--- config.mk ---
export PLATFORM = sky130hd
export DESIGN_NAME = bp_stream_axil_bridge
export DESIGN_NICKNAME = d
export VERILOG_FILES = /design/src/rtl/bp_stream_pkg.sv /design/src/rtl/bp_stream_axil_wr_fsm.sv /design/src/rtl/bsg_fifo_1r1w_small.sv /design/src/rtl/bp_stream_axil_bridge.sv
export SDC_FILE = /design/constraint.sdc
export NUM_CORES = 1
export LEC_CHECK = 0
export ABC_AREA = 1
export BUFFER_PORTS_ARGS = -buffer_cell sky130_fd_sc_hd__buf_4
export CORE_AREA = 8 8 280 282
export CTS_BUF_LIST = sky130_fd_sc_hd__clkbuf_2
export CTS_CLUSTER_DIAMETER = 200
export DETAILED_ROUTE_END_ITERATION = 7
export DIE_AREA = 0 0 288 290
export GPL_ROUTABILITY_DRIVEN = 0
export PLACE_DENSITY_LB_ADDON = 0.05
export SYNTH_ARGS = -nofsm -noshare
export SYNTH_HDL_FRONTEND = slang
export SYNTH_SLANG_ARGS = --single-unit
--- constraint.sdc ---
create_clock -name clk_i -period 8.08 [get_ports clk_i]
set_input_delay 2.424 -clock clk_i [delete_from_list [all_inputs] [get_ports clk_i]]
set_output_delay 2.424 -clock clk_i [all_outputs]
set_load 0.005 [all_outputs]
--- src/rtl/bp_stream_pkg.sv ---
// Shared constants and types for the BlackParrot stream host AXI-Lite bridge.
package bp_stream_pkg;

   localparam logic [31:0] nbf_addr_gp      = 32'h10;
   localparam logic [31:0] mmio_addr_gp     = 32'h20;
   localparam logic [31:0] rd_data_addr_gp  = 32'h30;
   localparam logic [31:0] rd_count_addr_gp = 32'h34;
   localparam logic [31:0] status_addr_gp   = 32'h38;

   typedef enum logic [1:0] {
      e_axil_okay   = 2'b00,
      e_axil_slverr = 2'b10,
      e_axil_decerr = 2'b11
   } axil_resp_e;

   typedef enum logic [1:0] {
      e_w_collect = 2'd0,
      e_w_send    = 2'd1,
      e_w_resp    = 2'd2
   } wr_state_e;

   typedef enum logic {
      e_r_idle = 1'b0,
      e_r_resp = 1'b1
   } rd_state_e;

endpackage

--- src/rtl/bp_stream_axil_wr_fsm.sv ---
// AXI-Lite write side: joins AW and W, forwards one stream word, then answers on B.
module bp_stream_axil_wr_fsm
   import bp_stream_pkg::*;
#(
   parameter int addr_width_p = 32,
   parameter int data_width_p = 32
) (
   input  logic                      clk_i,
   input  logic                      reset_n_i,
   input  logic [addr_width_p-1:0]   awaddr_i,
   input  logic                      awvalid_i,
   output logic                      awready_o,
   input  logic [data_width_p-1:0]   wdata_i,
   input  logic [data_width_p/8-1:0] wstrb_i,
   input  logic                      wvalid_i,
   output logic                      wready_o,
   output logic [1:0]                bresp_o,
   output logic                      bvalid_o,
   input  logic                      bready_i,
   output logic                      stream_v_o,
   output logic [addr_width_p-1:0]   stream_addr_o,
   output logic [data_width_p-1:0]   stream_data_o,
   input  logic                      stream_yumi_i,
   output logic                      busy_o
);

   wr_state_e                 state;
   axil_resp_e                bresp;
   logic                      aw_full;
   logic                      w_full;
   logic [addr_width_p-1:0]   addr;
   logic [data_width_p-1:0]   data;
   logic [data_width_p/8-1:0] strb;
   logic                      aw_hs;
   logic                      w_hs;
   logic [data_width_p/8-1:0] strb_now;

   assign awready_o     = (state == e_w_collect) & ~aw_full;
   assign wready_o      = (state == e_w_collect) & ~w_full;
   assign aw_hs         = awvalid_i & awready_o;
   assign w_hs          = wvalid_i & wready_o;
   assign strb_now      = w_full ? strb : wstrb_i;
   assign stream_v_o    = (state == e_w_send);
   assign stream_addr_o = addr;
   assign stream_data_o = data;
   assign bvalid_o      = (state == e_w_resp);
   assign bresp_o       = bresp;
   assign busy_o        = (state != e_w_collect);

   // Partial-strobe writes cannot be forwarded as whole stream words, so they are rejected.
   always_ff @(posedge clk_i) begin
      if (!reset_n_i) begin
         state   <= e_w_collect;
         bresp   <= e_axil_okay;
         aw_full <= 1'b0;
         w_full  <= 1'b0;
         addr    <= '0;
         data    <= '0;
         strb    <= '0;
      end else begin
         case (state)
            e_w_collect: begin
               if (aw_hs) begin
                  addr    <= awaddr_i;
                  aw_full <= 1'b1;
               end
               if (w_hs) begin
                  data   <= wdata_i;
                  strb   <= wstrb_i;
                  w_full <= 1'b1;
               end
               if ((aw_full | aw_hs) && (w_full | w_hs)) begin
                  if (&strb_now) begin
                     state <= e_w_send;
                  end else begin
                     bresp <= e_axil_slverr;
                     state <= e_w_resp;
                  end
               end
            end
            e_w_send: begin
               if (stream_yumi_i) begin
                  bresp <= e_axil_okay;
                  state <= e_w_resp;
               end
            end
            e_w_resp: begin
               if (bready_i) begin
                  aw_full <= 1'b0;
                  w_full  <= 1'b0;
                  addr    <= '0;
                  data    <= '0;
                  strb    <= '0;
                  state   <= e_w_collect;
               end
            end
            default: state <= e_w_collect;
         endcase
      end
   end

endmodule

--- src/rtl/bsg_fifo_1r1w_small.sv ---
// Small register-array FIFO holding words returned by the stream host.
module bsg_fifo_1r1w_small #(
   parameter int width_p = 32,
   parameter int els_p   = 16
) (
   input  logic               clk_i,
   input  logic               reset_i,
   input  logic               v_i,
   output logic               ready_o,
   input  logic [width_p-1:0] data_i,
   output logic               v_o,
   output logic [width_p-1:0] data_o,
   input  logic               yumi_i
);

   localparam int ptr_w = $clog2(els_p);

   logic [width_p-1:0] mem [els_p];
   logic [ptr_w:0]     wptr;
   logic [ptr_w:0]     rptr;
   logic               enq;

   // Pointers carry one extra wrap bit so full and empty are distinguishable.
   assign enq     = v_i & ready_o;
   assign v_o     = (wptr != rptr);
   assign ready_o = ~((wptr[ptr_w] != rptr[ptr_w]) && (wptr[ptr_w-1:0] == rptr[ptr_w-1:0]));
   assign data_o  = mem[rptr[ptr_w-1:0]];

   always_ff @(posedge clk_i) begin
      if (reset_i) begin
         wptr <= '0;
         rptr <= '0;
      end else begin
         if (enq)
            wptr <= wptr + 1'b1;
         if (yumi_i)
            rptr <= rptr + 1'b1;
      end
   end

   always_ff @(posedge clk_i) begin
      if (enq)
         mem[wptr[ptr_w-1:0]] <= data_i;
   end

endmodule

--- src/rtl/bp_stream_axil_bridge.sv ---
// AXI-Lite slave bridging host writes onto the BlackParrot stream host and
// buffering returned stream words for polled AXI-Lite reads.
module bp_stream_axil_bridge
   import bp_stream_pkg::*;
#(
   parameter int axil_addr_width_p = 32,
   parameter int axil_data_width_p = 32,
   parameter int rd_fifo_els_p     = 16
) (
   input  logic                           clk_i,
   input  logic                           reset_n_i,
   input  logic [axil_addr_width_p-1:0]   s_axil_awaddr_i,
   input  logic                           s_axil_awvalid_i,
   output logic                           s_axil_awready_o,
   input  logic [axil_data_width_p-1:0]   s_axil_wdata_i,
   input  logic [axil_data_width_p/8-1:0] s_axil_wstrb_i,
   input  logic                           s_axil_wvalid_i,
   output logic                           s_axil_wready_o,
   output logic [1:0]                     s_axil_bresp_o,
   output logic                           s_axil_bvalid_o,
   input  logic                           s_axil_bready_i,
   input  logic [axil_addr_width_p-1:0]   s_axil_araddr_i,
   input  logic                           s_axil_arvalid_i,
   output logic                           s_axil_arready_o,
   output logic [axil_data_width_p-1:0]   s_axil_rdata_o,
   output logic [1:0]                     s_axil_rresp_o,
   output logic                           s_axil_rvalid_o,
   input  logic                           s_axil_rready_i,
   output logic                           stream_v_o,
   output logic [axil_addr_width_p-1:0]   stream_addr_o,
   output logic [axil_data_width_p-1:0]   stream_data_o,
   input  logic                           stream_yumi_i,
   input  logic                           stream_v_i,
   input  logic [axil_data_width_p-1:0]   stream_data_i,
   output logic                           stream_ready_o
);

   localparam int cnt_w = $clog2(rd_fifo_els_p + 1);

   logic                         wr_busy;
   logic                         fifo_ready;
   logic                         fifo_v;
   logic                         fifo_enq;
   logic [axil_data_width_p-1:0] fifo_data;
   logic                         pop;
   logic [cnt_w-1:0]             count;
   rd_state_e                    r_state;
   logic                         ar_hs;
   logic [axil_data_width_p-1:0] rdata;
   logic [axil_data_width_p-1:0] next_rdata;
   axil_resp_e                   rresp;
   axil_resp_e                   next_rresp;

   bp_stream_axil_wr_fsm #(
      .addr_width_p(axil_addr_width_p),
      .data_width_p(axil_data_width_p)
   ) wr_fsm (
      .clk_i        (clk_i),
      .reset_n_i    (reset_n_i),
      .awaddr_i     (s_axil_awaddr_i),
      .awvalid_i    (s_axil_awvalid_i),
      .awready_o    (s_axil_awready_o),
      .wdata_i      (s_axil_wdata_i),
      .wstrb_i      (s_axil_wstrb_i),
      .wvalid_i     (s_axil_wvalid_i),
      .wready_o     (s_axil_wready_o),
      .bresp_o      (s_axil_bresp_o),
      .bvalid_o     (s_axil_bvalid_o),
      .bready_i     (s_axil_bready_i),
      .stream_v_o   (stream_v_o),
      .stream_addr_o(stream_addr_o),
      .stream_data_o(stream_data_o),
      .stream_yumi_i(stream_yumi_i),
      .busy_o       (wr_busy)
   );

   assign stream_ready_o = fifo_ready;
   assign fifo_enq       = stream_v_i & fifo_ready;

   bsg_fifo_1r1w_small #(
      .width_p(axil_data_width_p),
      .els_p  (rd_fifo_els_p)
   ) rd_fifo (
      .clk_i  (clk_i),
      .reset_i(~reset_n_i),
      .v_i    (stream_v_i),
      .ready_o(fifo_ready),
      .data_i (stream_data_i),
      .v_o    (fifo_v),
      .data_o (fifo_data),
      .yumi_i (pop)
   );

   always_ff @(posedge clk_i) begin
      if (!reset_n_i)
         count <= '0;
      else if (fifo_enq && !pop)
         count <= count + cnt_w'(1);
      else if (pop && !fifo_enq)
         count <= count - cnt_w'(1);
   end

   assign s_axil_arready_o = (r_state == e_r_idle);
   assign ar_hs            = s_axil_arvalid_i & s_axil_arready_o;

   // Empty-FIFO reads look only at the registered head, so a word arriving this cycle is not bypassed.
   always_comb begin
      next_rdata = '0;
      next_rresp = e_axil_decerr;
      pop        = 1'b0;
      if (s_axil_araddr_i == axil_addr_width_p'(rd_data_addr_gp)) begin
         if (fifo_v) begin
            pop        = ar_hs;
            next_rdata = fifo_data;
            next_rresp = e_axil_okay;
         end else begin
            next_rresp = e_axil_slverr;
         end
      end else if (s_axil_araddr_i == axil_addr_width_p'(rd_count_addr_gp)) begin
         next_rdata = axil_data_width_p'(count);
         next_rresp = e_axil_okay;
      end else if (s_axil_araddr_i == axil_addr_width_p'(status_addr_gp)) begin
         next_rdata = axil_data_width_p'({wr_busy, ~fifo_ready, ~fifo_v});
         next_rresp = e_axil_okay;
      end
   end

   always_ff @(posedge clk_i) begin
      if (!reset_n_i) begin
         r_state <= e_r_idle;
         rdata   <= '0;
         rresp   <= e_axil_okay;
      end else begin
         case (r_state)
            e_r_idle: begin
               if (ar_hs) begin
                  rdata   <= next_rdata;
                  rresp   <= next_rresp;
                  r_state <= e_r_resp;
               end
            end
            e_r_resp: begin
               if (s_axil_rready_i)
                  r_state <= e_r_idle;
            end
            default: r_state <= e_r_idle;
         endcase
      end
   end

   assign s_axil_rvalid_o = (r_state == e_r_resp);
   assign s_axil_rdata_o  = rdata;
   assign s_axil_rresp_o  = rresp;

endmodule
# Yosys cells after proc, flatten, opt, wreduce, memory -nomap -nowiden

Memory sizes are Yosys's and may differ from the RTL's. A register that Yosys moved wholly into a read port is not among the register bits.
Index checks and enable logic that the tools add are counted.
Widths: inputs -> output; s select.

Flip-flop bits (word level): 124
Bits in writable memories: 512
Memories: 1

Add/sub/neg operators: 4
Eq/ne operators: 14
Multiplexer cells: 42
Bitwise operators: 13
Reduce and logical (&&, ||, !) cells: 17

Memory list:

| memory      | words | width | read ports | clocked after Yosys merged registers in | write ports | RTL line                  | text |
|---|---|---|---|---|---|---|---|
| rd_fifo.mem | 16    | 32    | 1          | 1                                       | 1           | bsg_fifo_1r1w_small.sv:18 | `logic [width_p-1:0] mem [els_p];` |

Operators with widths:

| cell                | count |
|---|---|
| $mux 32             | 5 |
| $pmux 32 s2         | 2 |
| $eq 32x6->1 const B | 3 |
| $mux 2              | 11 |
| $mux 4              | 5 |
| $add 5x1->5 const B | 3 |
| $mux 5              | 3 |
| $mux 1              | 9 |
| $reduce_and 3->1    | 3 |
| $ne 2x1->1 const B  | 4 |
| $pmux 4 s2          | 1 |
| $reduce_and 4->1    | 2 |
| $reduce_bool 2->1   | 4 |
| $and 1x1->1         | 6 |
| $pmux 1 s2          | 3 |
| $pmux 2 s3          | 1 |
| $ne 5x5->1          | 1 |
| $not 1->1           | 5 |
| $sub 5x1->5 const B | 1 |
| $eq 4x4->1          | 1 |
| $logic_and 1x1->1   | 4 |
| $ne 2x2->1 const B  | 2 |
| $pmux 2 s2          | 1 |
| $mux 3              | 1 |
| other kinds (7)     | 9 |

# Depth between registers and ports, before layout

Depth after elaboration: 8
Depth in mapped cells: 18
Gate-level depth less buffers: 18

# Hierarchy

Synthesis repeated with hierarchy kept, for this count alone.

Cells, all modules: 2365
Area total of the unflattened synthesis: 26354.0 um^2

Modules (own cells, without submodules):

| module                | instances | cells each | area each (um^2) |
|---|---|---|---|
| bsg_fifo_1r1w_small   | 1         | 1727       | 21688.3 |
| bp_stream_axil_wr_fsm | 1         | 361        | 2710.1 |
| bp_stream_axil_bridge | 1         | 277        | 1955.6 |

# Least setup slack after synthesis

OpenSTA, ideal clock, no wires.

Kind: input -> register
Start point: input stream_v_i
End point: memory rd_fifo.mem[0][0], enable pin
Setup time: 0.421 ns
Data arrival time: 4.114 ns
Data required time: 7.659 ns
Slack: 3.545 ns
Stages: 4
Path buffers: 0
Path through: nand2_2 > inv_1 > nand2_1 > nor2_1

Word-level cells in the longest chain between the ends: 3

Ends and longest elaborated chain:

| item                         | RTL line                    | text |
|---|---|---|
| start: declaration           | bp_stream_axil_bridge.sv:33 | `input logic stream_v_i,` |
| $and 1x1->1                  | n/a                         |  |
| net fifo_enq                 | bp_stream_axil_bridge.sv:43 | `logic fifo_enq;` |
| $mux 1                       | bsg_fifo_1r1w_small.sv:42   | `if (enq)` |
| $mux 1 (implied by the code) | bsg_fifo_1r1w_small.sv:43   | `mem[wptr[ptr_w-1:0]] <= data_i;` |
| end: declaration             | bsg_fifo_1r1w_small.sv:18   |  |

The timed path passes the listed nets, and every way through them passes these cells.

# Worst setup path in the final report

Start point: register rd_fifo.wptr[2]
End point: output stream_ready_o

Word-level cells in the longest chain between the ends: 3

Ends and longest elaborated chain:

| item                     | RTL line                    | text |
|---|---|---|
| start: declaration       | bsg_fifo_1r1w_small.sv:19   | `logic [ptr_w:0] wptr;` |
| start signal: assignment | bsg_fifo_1r1w_small.sv:35   | `wptr <= wptr + 1'b1;` |
| $eq 4x4->1               | bsg_fifo_1r1w_small.sv:26   | `assign ready_o = ~((wptr[ptr_w] != rptr[ptr_w]) && (wptr[ptr_w-1:0] == rptr[ptr_w-1:0]));` |
| $logic_and 1x1->1        | bsg_fifo_1r1w_small.sv:26   |  |
| $not 1->1                | bsg_fifo_1r1w_small.sv:26   |  |
| end: declaration         | bp_stream_axil_bridge.sv:35 | `output logic stream_ready_o` |

Every way passes these cells.

==> impl_metrics.py <==
metrics = {
    "critical_path": {
        "crit_slowest_cell": "dfxtp_1",
        "crit_path_cell_trace": "inv_1 > nand2_1 > nand2_1 > nor2_1 > nand3_1 > buf_4",
        "required_ns": 5.66,
        "cp-end-kind": "output pin",
        "max_stage_delay_ns": 0.43,
        "start_kind": "register",
        "worstSetupPathType": "reg -> out",
        "cp_top_family": "simple AND/OR/NAND/NOR gates",
        "worstPathArrival_ns": 2.56,
        "cpMostUsedCell": "nand2_1",
        "path_buf_inv": 2,
        "path_max_fanout": 6,
    },
    "sta": {
        "totalNegativeSetupSlack_ns": 0,
        "finalSetupViolCount": 0,
        "rsz0062_at_grt": "no",
        "whs_ns": 0.462,
        "worst_pin_slew_ns": 1.08,
        "finalHoldViolations": 0,
        "fmax_ghz": 0.201,
        "clock_skew_ns": 0.0804,
        "relSlewSlack_pct": 27.7,
        "final.min_clock_period_ns": 4.98,
        "fin_crit_sh_pct": 61.7,
        "slew_violations": 0,
    },
    "power": {
        "p_comb_share_pct": 5.8,
        "seq_power_share_pct": 56.6,
        "p_clk_share_pct": 37.6,
        "peakVddDrop_v": 0.0000904,
        "p_leak_uw": 0.0109,
        "power_switching_uw": 1630,
        "p_int_uw": 4800,
        "switching_share_pct": 25.4,
        "power-per-cell-area_nw_per_um2": 215,
    },
    "cts": {
        "numCtsBuffers": 176,
        "post_cts_resized": 0,
        "tritoncts": "yes",
        "cts_max_level": 4,
        "cts.sinks": 639,
        "clk_pin_slew_ns": 0.09,
        "cts_root_buf": "clkbuf_2",
        "clk_latency_ns": 1.31,
        "postCtsSetupBuffers": 0,
        "cts.path.max_buffers": 3,
        "hold_buffers": 0,
    },
    "synthesis": {
        "ys_seq_area_share_pct": 70.1,
        "synth_ff_type": "edfxtp_1",
        "ys_seq_elements": 639,
        "netlist_top_cells_area": "edfxtp_1 (60%), dfxtp_1 (9.9%), nand2_1 (5.1%)",
        "synth_edf_count": 512,
        "synthSimpleGateAreaFrac_pct": 11.4,
        "netlist_area_um2": 25600,
        "ys_warn_count": 0,
        "synth.area.mux_share_pct": 0,
        "synth_top_family_by_area": "compound AO/OA/AOI/OAI gates",
        "netlist_instances": 2231,
        "synth-xor-area-share_pct": 0.137,
        "async_reset_ff_share_pct": 0,
        "yosysTopAreaCell": "edfxtp_1",
        "synthAdderAreaFrac_pct": 0.568,
        "syn-num-nets": 2383,
        "synth_top_area_share_pct": 60.1,
        "synth_compound_area_share_pct": 13.0,
        "synth_area_per_cell_um2": 11.5,
        "ys_types": 38,
    },
    "routing": {
        "drt_first_iter_violations": 1072,
        "drtPass1Iterations": 5,
        "postRouteAntennaNets": 0,
        "vias_per_cell": 4.89,
        "vias": 17900,
        "wl_per_cell_um": 20.5,
        "drc": 0,
        "wirelength_um": 75100,
    },
    "global_routing": {
        "grt_max_degree": 109,
        "antenna_found_initial": 5,
        "gr-total-overflow": 0,
        "grt_util_all_layers_pct": 17.6,
        "grt_pass1_wl_um": 112000,
        "grt_pass1_vias": 17900,
    },
    "cells_and_area": {
        "multi_input_comb_area_um2": 6530,
        "syn_to_final_growth_pct": 17.3,
        "seq_area_um2": 17900,
        "fill_cells": 7270,
        "drive_above_1_share_pct": 23.2,
        "final_net_count": 2704,
        "post-route-util_pct": 40.6,
    },
    "floorplan": {
        "start_util_pct": 34.6,
        "io_pins": 248,
        "dieArea_um2": 83500,
        "rows": 100,
        "die_h_um": 290,
        "core_area_um2": 73800,
        "fp.dieW_um": 288,
    },
    "placed_design": {
        "dp_hpwl_um": 39600,
        "io_buffers": 246,
    },
    "hold_path": {
        "hp-class": "reg -> reg",
    },
    "run": {
        "drv_cap": 0,
    },
    "outcome": {
        "status": "finished, final reports clean",
    },
}
-- kinds of logic after synthesis --
group                    count (synthesis)
AO/OA/AOI/OAI                          568
XOR/XNOR                                 4
adder cells (fa/ha/maj)                 11
buffers and inverters                  274
flip-flops                             639
other                                    1
AND/OR/NAND/NOR                        734
-- synthesized netlist by cell type, types with 2 or more instances --
library cell / number
clkbuf_1: 66
buf_1: 5
nand3_1: 95
inv_1: 130
clkinv_1: 3
xnor2_1: 3
o21ai_1: 43
nand2_2: 2
buf_6: 14
nor2_1: 279
inv_2: 6
dfxtp_1: 127
edfxtp_1: 512
nand2_1: 350
nor2_2: 3
buf_4: 11
a21oi_1: 154
o21a_1: 2
a21oi_2: 25
o211ai_1: 140
o21ai_0: 199
ha_1: 10
buf_2: 37
-- power groups by stage --
| stage | registers [uW] | logic [uW] | clock network [uW] |
|---|---|---|---|
| floorplan | 3720 | 168 | 0 |
| global placement | 3720 | 376 | 0 |
| detailed placement | 3720 | 378 | 0 |
| CTS | 3640 | 380 | 2550 |
| global route | 3650 | 415 | 2710 |
| finish | 3640 | 371 | 2420 |
-- final cells by class --
class / count / share of cell area [%]
Antenna cell: 2 / 0.0167
Clock inverter: 48 / 1.15
Multi-Input combinational cell: 1318 / 21.8
Inverter: 139 / 1.77
Tap cell: 969 / 4.04
Timing Repair Buffer: 278 / 6.96
Clock buffer: 269 / 4.49
Sequential cell: 639 / 59.8
-- worst min-delay path, cell delays in order, from the launching register on --
cell	delay, ns
dfxtp_1	0.31
nand2_1	0.06
a21oi_1	0.05
-- flip-flops by register name (all words and copies together) (netlist names), 2 cells and up, named ones only --
register / flops
rd_fifo.wptr: 5
wr_fsm.state: 2
s_axil_rdata_o: 32
rd_fifo.mem: 512
count: 5
wr_fsm.stream_data_o: 32
rd_fifo.rptr: 5
wr_fsm.stream_addr_o: 32
s_axil_rresp_o: 2
wr_fsm.strb: 4
-- per-stage QoR --
step	total power, uW	instance area, um^2	std cells	setup WS (ns)
after floorplan	3890	25600	2231	3.54
after detailed placement	4100	28300	3343	2.30
after CTS	6570	30000	3660	2.81
final	6440	30000	3662	3.10
after global routing	6770	30000	3661	2.80
after global placement	4090	28300	3343	2.41
-- worst paths after layout --
check	from	end	slack, ns	cells after the start
worst min-delay path	wr_fsm.stream_addr_o[31]$_SDFFE_PN0P_	wr_fsm.stream_addr_o[31]$_SDFFE_PN0P_	0.46	2
worst min register to register	wr_fsm.stream_addr_o[31]$_SDFFE_PN0P_	wr_fsm.stream_addr_o[31]$_SDFFE_PN0P_	0.46	2
worst max register to register	s_axil_rvalid_o$_SDFF_PN0_	count[4]$_SDFFE_PN0P_	4.47	17
worst max-delay path	rd_fifo.wptr[2]$_SDFFE_PN0P_	stream_ready_o	3.10	6
-- cell usage in the layout (no fill, tap or decap), types with 5 or more instances in the layout --
| cell type | instances |
|---|---|
| o21ai_1 | 43 |
| inv_1 | 128 |
| dfxtp_1 | 123 |
| bufinv_16 | 5 |
| edfxtp_1 | 512 |
| a21oi_1 | 154 |
| ha_1 | 10 |
| clkbuf_2 | 269 |
| clkinv_4 | 5 |
| nand2_1 | 349 |
| nor2_1 | 263 |
| nor2_4 | 18 |
| nand3_1 | 95 |
| clkinv_1 | 35 |
| inv_2 | 8 |
| o211ai_1 | 140 |
| buf_4 | 278 |
| o21ai_0 | 199 |
| a21oi_2 | 25 |
-- layer usage --
metal  track usage, %  share of wire (%)  vias up
met5                0              0.036        -
met4             5.34                1.9        4
met3             4.99                6.7      111
met2             27.2                 45      518
met1             23.8                 47     8663
li1                 -                  -     8599
(Power assumes the default switching activity.)
